$ cat config.mk
export PLATFORM = sky130hd
export DESIGN_NAME = regfile_write_queue
export DESIGN_NICKNAME = d
export VERILOG_FILES = /design/src/rtl/regfile_write_queue.sv
export SDC_FILE = /design/constraint.sdc
export NUM_CORES = 1
export LEC_CHECK = 0
export ABC_AREA = 1
export CAP_MARGIN = 20
export CORE_MARGIN = 5
export CORE_UTILIZATION = 60
export CTS_CLUSTER_SIZE = 28
export DETAILED_ROUTE_END_ITERATION = 12
export GPL_ROUTABILITY_DRIVEN = 0
export PLACE_DENSITY_LB_ADDON = 0.2
export REMOVE_ABC_BUFFERS = 1
export SYNTH_ARGS = -nofsm -noshare
export SYNTH_HDL_FRONTEND = slang
export SYNTH_SLANG_ARGS = --single-unit
$ cat constraint.sdc
create_clock -name clock -period 5.4 [get_ports clock]
set_clock_uncertainty 0.2 [all_clocks]
set_input_delay 1.08 -clock clock [delete_from_list [all_inputs] [get_ports clock]]
set_output_delay 1.08 -clock clock [all_outputs]
set_load 0.01 [all_outputs]
$ cat src/rtl/regfile_write_queue.sv
// regfile_write_queue: buffers register writeback requests and drains them,
// one per cycle, into the register file's single write port. Pending writes
// are forwarded to both read ports so reads never see stale data. Writes to
// register 0 are accepted and dropped.
//
// Ports:
//   clock, reset            rising-edge clock, async active-high reset
//   wb_valid/addr/data      writeback request from the pipeline
//   wb_ready                queue can accept a request this cycle
//   drain_en                register file write port available this cycle
//   write_en/write_reg_*    register file write port (head entry)
//   read_reg_{a,b}_addr     addresses currently read from the register file
//   fwd_{a,b}_hit/data      newest queued value overriding the register file
//   count                   occupied entries
module regfile_write_queue #(
  parameter int unsigned ADDRESS_WIDTH = 5,
  parameter int unsigned REG_SIZE      = 32,
  parameter int unsigned DEPTH         = 4
) (
  input  logic                       clock,
  input  logic                       reset,
  input  logic                       wb_valid,
  input  logic [ADDRESS_WIDTH-1:0]   wb_addr,
  input  logic [REG_SIZE-1:0]        wb_data,
  output logic                       wb_ready,
  input  logic                       drain_en,
  output logic                       write_en,
  output logic [ADDRESS_WIDTH-1:0]   write_reg_addr,
  output logic [REG_SIZE-1:0]        write_reg_data_in,
  input  logic [ADDRESS_WIDTH-1:0]   read_reg_a_addr,
  input  logic [ADDRESS_WIDTH-1:0]   read_reg_b_addr,
  output logic                       fwd_a_hit,
  output logic                       fwd_b_hit,
  output logic [REG_SIZE-1:0]        fwd_a_data,
  output logic [REG_SIZE-1:0]        fwd_b_data,
  output logic [$clog2(DEPTH):0]     count
);

  localparam int unsigned PTR_W = $clog2(DEPTH);
  localparam int unsigned CNT_W = PTR_W + 1;

  logic [ADDRESS_WIDTH-1:0] addr_q [DEPTH];
  logic [REG_SIZE-1:0]      data_q [DEPTH];
  logic [PTR_W-1:0]         head_q, head_d;
  logic [PTR_W-1:0]         tail_q, tail_d;
  logic [CNT_W-1:0]         count_q, count_d;

  logic accept;
  logic enq;
  logic deq;

  // Handshake and drain are driven from registered state plus drain_en only.
  assign wb_ready = (count_q < CNT_W'(DEPTH));
  assign write_en = (count_q != '0) && drain_en;
  assign accept   = wb_valid && wb_ready;
  assign enq      = accept && (wb_addr != '0);
  assign deq      = write_en;
  assign count    = count_q;

  // Head entry is masked to zero when the queue is empty.
  assign write_reg_addr    = (count_q != '0) ? addr_q[head_q] : '0;
  assign write_reg_data_in = (count_q != '0) ? data_q[head_q] : '0;

  // Pointer and occupancy next state.
  always_comb begin
    head_d  = head_q;
    tail_d  = tail_q;
    count_d = count_q;
    if (enq) tail_d = tail_q + PTR_W'(1);
    if (deq) head_d = head_q + PTR_W'(1);
    count_d = count_q + CNT_W'(enq) - CNT_W'(deq);
  end

  always_ff @(posedge clock or posedge reset) begin
    if (reset) begin
      head_q  <= '0;
      tail_q  <= '0;
      count_q <= '0;
    end else begin
      head_q  <= head_d;
      tail_q  <= tail_d;
      count_q <= count_d;
    end
  end

  // Entry storage needs no reset; only occupied slots are ever observed.
  always_ff @(posedge clock) begin
    if (enq) begin
      addr_q[tail_q] <= wb_addr;
      data_q[tail_q] <= wb_data;
    end
  end

  // Forwarding: walk oldest to newest so the newest match overwrites.
  // The head entry still counts while it is being drained this cycle.
  always_comb begin
    logic [PTR_W-1:0] idx;
    idx        = '0;
    fwd_a_hit  = 1'b0;
    fwd_b_hit  = 1'b0;
    fwd_a_data = '0;
    fwd_b_data = '0;
    for (int unsigned i = 0; i < DEPTH; i++) begin
      idx = head_q + PTR_W'(i);
      if (CNT_W'(i) < count_q) begin
        if ((read_reg_a_addr != '0) && (addr_q[idx] == read_reg_a_addr)) begin
          fwd_a_hit  = 1'b1;
          fwd_a_data = data_q[idx];
        end
        if ((read_reg_b_addr != '0) && (addr_q[idx] == read_reg_b_addr)) begin
          fwd_b_hit  = 1'b1;
          fwd_b_data = data_q[idx];
        end
      end
    end
  end

endmodule

**Word-level counts from Yosys, hierarchy flattened**

Memories as Yosys holds them, arrays and structs flattened.
Cells that the tools add are included.

- Memories kept: 2
- Logic and storage cells: 75
- Input bits: 51
- Register bits after elaboration: 7
- RAM bits: 148

Memories:

| name | depth | bits a word | read ports | clocked after memory_dff | write ports | line | text |
|---|---|---|---|---|---|---|---|
| data_q | 4 | 32 | 4 | 0 | 1 | 43 | `logic [REG_SIZE-1:0] data_q [DEPTH];` |
| addr_q | 4 | 5 | 4 | 0 | 1 | 42 | `logic [ADDRESS_WIDTH-1:0] addr_q [DEPTH];` |

- Order comparisons: 5
- Reduce and logical (&&, ||, !) cells: 15
- Multiplexer cells: 36
- Equal/unequal tests: 8
- Add/sub/neg operators: 6

Operators with widths:

| kind | number |
|---|---|
| $mux 32 | 17 |
| $eq 5x5->1 | 8 |
| $mux 1 | 18 |
| $reduce_bool 5->1 | 3 |
| $logic_and 1x1->1 | 11 |
| $lt 1x3->1 const A | 2 |
| $lt 2x3->1 const A | 2 |
| $mux 5 | 1 |
| $add 2x1->2 const B | 2 |
| $add 2x2->2 const B | 2 |
| $add 3x1->3 | 1 |
| $lt 3x3->1 const B | 1 |
| $reduce_bool 3->1 | 1 |
| $sub 3x1->3 | 1 |

**Longest topological paths before layout**

Gate-level depths: netlist of the first run.
An unclocked memory read counts as a cell.

- Depth in word-level cells: 11
- Gate-level depth with buffers: 17
- Gate-level depth less buffers: 14

**Worst setup path after synthesis of the first run**

OpenSTA, ideal clock, no wires.

- Path kind: input port to flip-flop
- Start point: input port wb_addr[3]
- End point: memory addr_q[0][0], enable pin
- Arrival: 2.952 ns
- Data required time: 4.769 ns
- Cell stages on the path: 3
- Slack: 1.817 ns
- Cells stage by stage: or3_1 -> o311ai_2 -> nor2_1

- Word-level cells in the longest chain between the ends: 4

RTL lines:

| item | line | text |
|---|---|---|
| start, declared | 23 | `input logic [ADDRESS_WIDTH-1:0] wb_addr,` |
| $reduce_bool 5->1 | 56 | `assign enq = accept && (wb_addr != '0);` |
| $logic_and 1x1->1 | 56 |  |
| $mux 1 | 88 | `if (enq) begin` |
| $mux 1 (implied by the code) | 89 | `addr_q[tail_q] <= wb_addr;` |
| end, declared | 42 |  |

Every way passes these cells.

**Final worst setup path of the first run**

- Start point: register head_q[0]
- End point: output port fwd_b_data[26]

- Word-level cells in the longest chain between the ends: 11
- Elaborated cells between the ends (all ways): 21
- Classes of those cells: add/sub (3); eq/ne (4); mux (8); reduce/logical (4); memory (2)

RTL lines:

| item | line | text |
|---|---|---|
| start, declared | 44 | `logic [PTR_W-1:0] head_q, head_d;` |
| start signal, assigned | 76 | `head_q <= '0;` |
| start signal, assigned | 80 | `head_q <= head_d;` |
| parallel branches: the longest is 10 deep, another holds $mem_v2 4x5 | - |  |
| $mux 32 (*) | 105 | `if (CNT_W'(i) < count_q) begin` |
| end, declared | 35 | `output logic [REG_SIZE-1:0] fwd_b_data,` |

Mark *: on every way between the ends.

==> results of run 1 <==
[state kept, by name, indices dropped and copies added, names as in the netlist]
register  cells
tail_q        2
addr_q       20
data_q      128
count         3
head_q        2
[metal layers]
metal	GRT usage, %	up-vias	part of all wire, %
met2	52.3	871	47
met4	15.0	2	3.9
met5	0	-	0.055
li1	-	6282	-
met1	37.7	5853	38
met3	5.94	161	11
[power by group through the flow]
stage                     combinational (W)  sequential (W)  clock [W]
final                               0.00636         0.00160    0.00111
after floorplan                     0.00344         0.00187          0
after CTS                           0.00625         0.00159    0.00111
after detailed placement            0.00621         0.00162          0
after global routing                0.00696         0.00161    0.00116
after global placement              0.00607         0.00161          0
[cell usage after synthesis, drive strengths merged]
master	number
xor2	9
inv	173
buf	89
o21ai	271
ha	8
or3	1
nand2	663
nand4	66
o211ai	3
edfxtp	148
nor3b	1
and3	1
fa	1
nand3	125
nor2	270
and2	1
nor3	1
or2	3
clkbuf	39
dfrtp	7
a21oi	4
o311ai	1
[path summary, 6_finish.rpt]
path,from,endpoint,depth (start not counted)
max reg2reg,count[2],count[2],9
max,head_q[0],fwd_b_data[26],14
max in group asynchronous,reset,head_q[1],2
min,count[0],count[0],1
min in group asynchronous,reset,tail_q[1],2
min reg2reg,count[0],count[0],1
[worst max-delay path, delay by kind of cell (launching register included)]
| family | cells | cell delay, ps |
|---|---|---|
| DFF | 1 | 430 |
| and+or+nand+nor | 10 | 1540 |
| buffers and inverters | 4 | 1440 |
[logic make-up (layout without fill, tap and decap cells)]
group	after synthesis	in the layout	share of synthesized area [%]
and+or+nand+nor	1132	1132	38.1
xor gates and xnor gates	9	9	0.650
DFF	155	155	38.1
buffers and inverters	301	407	10.5
adders and majority gates	9	9	0.991
AOI/OAI and AO/OA	279	279	11.7
[cell type report]
class | instances | area share, %
Multi-Input combinational cell | 1429 | 43.8
Timing Repair Buffer | 202 | 13.7
Tap cell | 270 | 2.33
Clock inverter | 14 | 0.760
Sequential cell | 155 | 31.9
Inverter | 173 | 4.48
Clock buffer | 18 | 2.96
[through the flow]
step	worst slack [ps]	util (%)	TNS, ps	hold WS [ps]	cells
after floorplan	-4510	-	-340080	357	1757
after global placement	558	69.6	0	377	2229
after detailed placement	497	69.6	0	384	2229
after CTS	287	72.3	0	403	2261
after global routing	12.0	72.3	0	444	2261
final	241	72.3	0	401	2261
==> flow_summary.yaml, run 1 <==
power_and_ir_drop:
  peakVddDrop_uv: 419
  p_leak_nw: 6.46
  power.switching_w: 0.00470
  clock_power_share_pct: 12.3
  seqPwrFrac_pct: 17.6
  total_power_w: 0.00907
  cellPowerDensity_nw_per_um2: 626
  combPwrFrac_pct: 70.1
  p_int_w: 0.00437
  swShare_pct: 51.8
grt:
  antenna_found_initial: 1
  grt_pass1_wl_um: 58600
  grt_max_degree: 113
  grt_use_total_pct: 30.8
  first_global_vias: 12300
  grt_overflow: 0
sta:
  rsz0062_at_grt: "false"
  fmax_mhz: 194
  slew-limit-headroom_pct: 41.5
  setup_viol: 0
  hold_violations: 0
  period_needed_ps: 5160
  slew_violations: 0
  tightest_slew_ps: 877
  post-route-period-util_pct: 95.5
cts:
  cts.sinks: 155
  cts_hold_buf: 0
  cts_root_buf: "clkbuf_16"
  cts.path.max_buffers: 2
  post-cts-setup-buffers: 0
  cts_tree: "yes"
  cts-resized-gates: 0
  clk_pin_slew_worst_paths_ps: 60
  numCtsBuffers: 17
  insertion_delay_ps: 440
  h-tree-depth: 4
finish:
  final_cell_mix: "661 x nand2_1, 258 x nor2_1, 218 x o21ai_0"
  register_area_sq_um: 4630
  final_common_cell: "nand2_1"
  nNetsFinal: 2038
  final_area_sq_um: 14500
  antenna_cells: 0
  layout-drive-gt1-share_pct: 5.42
  multi_input_area_sq_um: 6340
  areaGrowthSynthToFinish_pct: 19.4
  fillers: 1638
critical_path:
  end_kind: "output port"
  path_cells: "buf_4 > nand2_1 > nand2_2 > buf_4 > nand2_1 > nand3_1 > nand2_1 > nor2_4 > buf_12 > nand4_1 > nand3_1 > nand2_1 > nand2_1 > clkdlybuf4s50_1"
  worstPathMaxFanout: 44
  critPathArrivalTime_ps: 3880
  r2r_slack_ps: 2850
  slowest_stage: "clkdlybuf4s50_1"
  crit_required_ps: 4120
  path_class: "flop to output port"
  max_stage_delay_ps: 550
  path_common_cell: "nand2_1"
  crit_path_start_kind: "flop"
floorplanning:
  start_util_pct: 60.5
  core_sq_um: 20000
  ioPinCount: 159
  die_w_um: 152
  die_h_um: 152
  rows: 52
  die-area_sq_um: 23200
routing:
  wl_per_cell_um: 16.2
  drt-total-wl_um: 36600
  viasPerCell: 5.82
  drc: 0
  ant_nets: 0
  drt-pass1-iter-count: 7
  first_iter_violations: 1503
  vias: 13200
synthesis:
  synthCells: 1885
  ys_ff_latch: 155
  ys_types: 32
  synth.area.top_cells: "edfxtp_1 37%, nand2_1 20%, o21ai_0 9.0%"
  syn_avg_cell_area_sq_um: 6.43
  netlist_area_sq_um: 12100
  yosys_warnings: 0
  yosysSeqAreaShare_pct: 38.1
  yosysTopAreaCellShare_pct: 36.6
  synth_top_area_cell: "edfxtp_1"
placed_design:
  place_area_sq_um: 13900
  dpl.hpwl_um: 23900
  port-buffer-count: 158
flow_run:
  max_cap_viol_count: 0
min_path:
  hold_class: "flop to flop"
status:
  status: "completed"
(Power assumes the default switching activity.)
==> inputs of run 2 (changes only) <==
Settings changed: MAX_ROUTING_LAYER set to met4.
==> run 2 against run 1 <==
Against the previous run: sequential power about the same; sequential cell count unchanged; cell count barely moved; highest routed layer is now met4; die area is the same; critical path depth is 1 higher; clock-buffer cell count did not move; core utilization about the same; first-iteration DRC count is 5.5% lower.
==> flow_summary.yaml, run 2 (synthesis results as in run 1) <==
cts:
  clk_pin_slew_worst_paths_ps: 60
  numCtsBuffers: 17
  cts_hold_buf: 0
  cts.sinks: 155
  h-tree-depth: 4
  insertion_delay_ps: 430
  cts.path.max_buffers: 2
  cts_root_buf: "clkbuf_16"
  cts_tree: "yes"
sta:
  tightest_slew_ps: 877
  setup_viol: 0
  post-route-period-util_pct: 96.1
  fmax_mhz: 193
  slew_violations: 0
  rsz0062_at_grt: "false"
  hold_violations: 0
  slew-limit-headroom_pct: 41.6
  period_needed_ps: 5190
critical_path:
  path_class: "flop to output port"
  r2r_slack_ps: 2850
  path_cells: "buf_4 > nand2_1 > nand2_2 > buf_4 > nand2_1 > nand3_1 > nand2_1 > nor2_4 > nand3_2 > buf_4 > nand2_1 > nand3_1 > nand2_1 > nand2_1 > clkdlybuf4s50_1"
  rr_worst_depth: 9
  timing.rr.end: "count[2]"
  crit_family: "simple AND/OR/NAND/NOR gates"
  crit_path_start_kind: "flop"
  end_kind: "output port"
  slowest_stage: "clkdlybuf4s50_1"
  path_common_cell: "nand2_1"
  critPathArrivalTime_ps: 3910
  rr_startpoint: "count[2]"
  max_stage_delay_ps: 490
  critPathBufInv: 4
  crit_required_ps: 4120
  worst-path-stages: 15
  worstPathMaxFanout: 44
grt:
  grt_max_degree: 113
  antenna_found_initial: 1
  first_global_vias: 12300
  grt_use_total_pct: 31.7
  grt_pass1_wl_um: 58600
  grt_overflow: 0
floorplanning:
  start_util_pct: 60.5
  ioPinCount: 159
  core_sq_um: 20000
  die_w_um: 152
  rows: 52
  die-area_sq_um: 23200
  die_h_um: 152
finish:
  layout-drive-gt1-share_pct: 5.42
  final_common_cell: "nand2_1"
  largest_reg_flops: 128
  nNetsFinal: 2038
  final_cell_mix: "661 x nand2_1, 258 x nor2_1, 218 x o21ai_0"
  areaGrowthSynthToFinish_pct: 19.4
  top_register: "data_q"
  final_cells: 2262
routing:
  drc: 0
  first_iter_violations: 1421
  viasPerCell: 5.81
  drt-pass1-iter-count: 8
  route.met2.wl_um: 17200
  drt-total-wl_um: 36500
  wl_met1_um: 13600
  wl_per_cell_um: 16.2
  top_layer_used: "met4"
  vias: 13100
  wl_met3_um: 4190
  ant_nets: 0
flow_run:
  max_cap_viol_count: 0
min_path:
  hold_class: "flop to flop"
  hold_depth: 1
  hold_path_startpoint: "count[0]"
  min_to: "count[0]"
placed_design:
  dpl.hpwl_um: 23900
  port-buffer-count: 158
  dp_cells: 2229
power_and_ir_drop:
  peakVddDrop_uv: 419
  cellPowerDensity_nw_per_um2: 626
  total_power_w: 0.00907
  p_leak_nw: 6.46
status:
  status: "completed"
run 2: cell count changes in the layout (fill, tap and decap cells not counted), sizes merged:
cell	change
diode	+1
run 2: how the worst max path moves through the flow:
stage	end	slack [ps]	start
2_1_floorplan	fwd_b_data[0]	-4510	head_q[0]
3_3_place_gp	fwd_b_data[14]	560	read_reg_b_addr[2]
5_1_grt	fwd_b_data[1]	10	head_q[0]
4_1_cts	fwd_b_data[26]	290	head_q[0]
6_report	fwd_b_data[1]	210	head_q[0]
3_5_place_dp	fwd_b_data[1]	500	read_reg_b_addr[2]
run 2: where the power goes:
part           total, W  internal, W  switching, W
combinational   0.00636      0.00225       0.00411
sequential      0.00160      0.00152     0.0000787
clock           0.00111     0.000596      0.000510
run 2: per-stage QoR:
| step | utilization (%) | setup TNS, ps | worst slack, ps | cell area [sq um] | hold WS (ps) |
|---|---|---|---|---|---|
| after CTS | 72.3 | 0 | 287 | 14500 | 403 |
| after floorplan | - | -340080 | -4510 | 11500 | 357 |
| after global routing | 72.3 | 0 | 14.0 | 14500 | 444 |
| after global placement | 69.6 | 0 | 558 | 13900 | 377 |
| after detailed placement | 69.6 | 0 | 497 | 13900 | 384 |
| final | 72.3 | 0 | 212 | 14500 | 400 |
run 2: repair_timing:
| action | CTS | global route |
|---|---|---|
| resized for setup | 0 | 1 |
| buffers inserted | 0 | 0 |
| setup endpoints to repair | 0 | 2 |
run 2: routing by layer:
layer  up-vias  track usage [%]
li1       6279                -
met1      5800             38.0
met2       894             52.2
met3       173             5.51
met4         0             15.2
met5         -                -
run 2: cell type report:
cell class	count	area (sq um)
timing repair buffer	202	1990
fill	1637	5550
clock buffer	18	429
sequential	155	4630
multi-input combinational	1429	6340
antenna	1	2.50
clock inverter	14	110
tap	270	338
inverter	173	649
==> inputs of run 3 (changes only) <==
Settings changed: CORE_UTILIZATION 60 to 57.
Clock period 5.4 ns to 5.3 ns, I/O delays scaled along.
==> run 3 against run 2 <==
Against the previous run: clock-buffer cell count unchanged; sequential power about the same; sequential share of layout area down 0.20 points; die area up 4.9%; sequential cell count unchanged; register-to-register slack worse by 660 ps; critical path depth down 2; hold slack better by 2.4 ps; critical path type unchanged; critical endpoint is now fwd_a_data[25]; highest routed layer unchanged.
==> flow_summary.yaml, run 3 (synthesis results as in run 1) <==
status:
  status: "completed"
sta:
  setup_ws_ps: 336
  post-route-period-util_pct: 93.7
  fmax_mhz: 201
  hold_violations: 0
  slew-limit-headroom_pct: 39.1
  rsz0062_at_grt: "false"
  period_needed_ps: 4960
  fin_hold_ws_ps: 402
  slew_violations: 0
  setup-tns-final_ps: 0
  setup_viol: 0
  tightest_slew_ps: 909
routing:
  wl_per_cell_um: 15.9
  ant_nets: 0
  viasPerCell: 5.64
  drt-pass1-iter-count: 6
  vias: 12800
  drc: 0
  first_iter_violations: 1221
  drt-total-wl_um: 36100
finish:
  layout-drive-gt1-share_pct: 4.99
  nNetsFinal: 2032
  areaGrowthSynthToFinish_pct: 20.2
  fillers: 1784
  final_common_cell: "nand2_1"
  top_register: "data_q"
  final_cell_mix: "661 x nand2_1, 258 x nor2_1, 218 x o21ai_0"
  largest_reg_flops: 128
floorplanning:
  start_util_pct: 57.9
  core_sq_um: 21000
  die_w_um: 156
  die_h_um: 156
  rows: 53
  ioPinCount: 159
  die-area_sq_um: 24300
power_and_ir_drop:
  peakVddDrop_uv: 431
  swShare_pct: 50.7
  seqPwrFrac_pct: 17.4
  cellPowerDensity_nw_per_um2: 644
  power.switching_w: 0.00476
  clock_power_share_pct: 13.9
  p_int_w: 0.00463
  p_leak_nw: 6.48
  combPwrFrac_pct: 68.8
cts:
  cts-resized-gates: 0
  post-cts-setup-buffers: 0
  cts_tree: "yes"
  cts.path.max_buffers: 2
  cts.sinks: 155
  h-tree-depth: 4
  cts_hold_buf: 0
  insertion_delay_ps: 440
  numCtsBuffers: 17
  clk_pin_slew_worst_paths_ps: 70
  cts_root_buf: "clkbuf_16"
placed_design:
  dpl.hpwl_um: 24000
  port-buffer-count: 158
  pre_cts_slack_ps: 442
critical_path:
  crit_path_start_kind: "flop"
  worstPathMaxFanout: 29
  critPathArrivalTime_ps: 3700
  crit_required_ps: 4040
  end_kind: "output port"
  path_class: "flop to output port"
flow_run:
  max_cap_viol_count: 0
grt:
  grt_pass1_wl_um: 57400
  grt_overflow: 0
  antenna_found_initial: 2
  grt_max_degree: 97
  grt_use_total_pct: 30.4
  first_global_vias: 12000
min_path:
  hold_class: "flop to flop"
run 3: cell count changes in the layout (fill, tap and decap cells not counted), moves of 3 or more:
cell | before | now
clkinv_1 | 0 | 3
bufinv_16 | 0 | 4
inv_6 | 6 | 3
buf_4 | 37 | 30
clkinv_2 | 3 | 0
run 3: power by group through the flow:
| stage | Clock, W | Combinational, W | Sequential [W] |
|---|---|---|---|
| 3_3_place_gp | 0 | 0.00620 | 0.00165 |
| 5_1_grt | 0.00137 | 0.00708 | 0.00165 |
| 2_1_floorplan | 0 | 0.00351 | 0.00191 |
| 4_1_cts | 0.00131 | 0.00635 | 0.00163 |
| 3_5_place_dp | 0 | 0.00633 | 0.00166 |
| 6_report | 0.00130 | 0.00645 | 0.00163 |
run 3: path summary, 6_finish.rpt:
kind | start | endpoint | slack (ps) | depth (start not counted)
max in group asynchronous | reset | head_q[0] | 4020 | 2
max reg2reg | count[2] | count[2] | 2190 | 9
min | tail_q[1] | tail_q[1] | 400 | 2
max | head_q[0] | fwd_a_data[25] | 340 | 13
min in group asynchronous | reset | count[2] | 650 | 2
min reg2reg | tail_q[1] | tail_q[1] | 400 | 2
run 3: through the flow:
stage	cells	total power (W)	utilization, %	area [sq um]
global placement	2228	0.00785	66.5	13900
global route	2262	0.0101	69.6	14600
CTS	2260	0.00929	69.5	14600
finish	2262	0.00939	69.6	14600
floorplan	1757	0.00541	-	11500
detailed placement	2228	0.00798	66.5	13900
run 3: cell type report:
cell class	count	area [sq um]	share of cell area (%)
multi-input cells	1429	6360	43.7
flip-flops and latches	155	4630	31.7
repair buffers	196	1970	13.5
inverters	173	649	4.45
clock buffers	18	429	2.94
well taps	275	344	2.36
clock inverters	14	193	1.32
diodes	2	5.00	0.0343
run 3: critical path: stages, from the launching register on:
cell and delay [ps]:
dfrtp_4 520, inv_2 260, nand2_1 150, nand2_4 350
nand3_1 170, nand3_1 110, nand2_1 110, nor2_4 340
buf_4 330, nand4_1 120, nand3_1 100, nand2_1 50
nand2_1 90, clkdlybuf4s50_1 560
run 3: layer usage:
layer  track usage, %  wire, um
met4             12.2      1120
met3             4.41      3550
met1             38.0     14300
met5                -         0
met2             49.7     17100
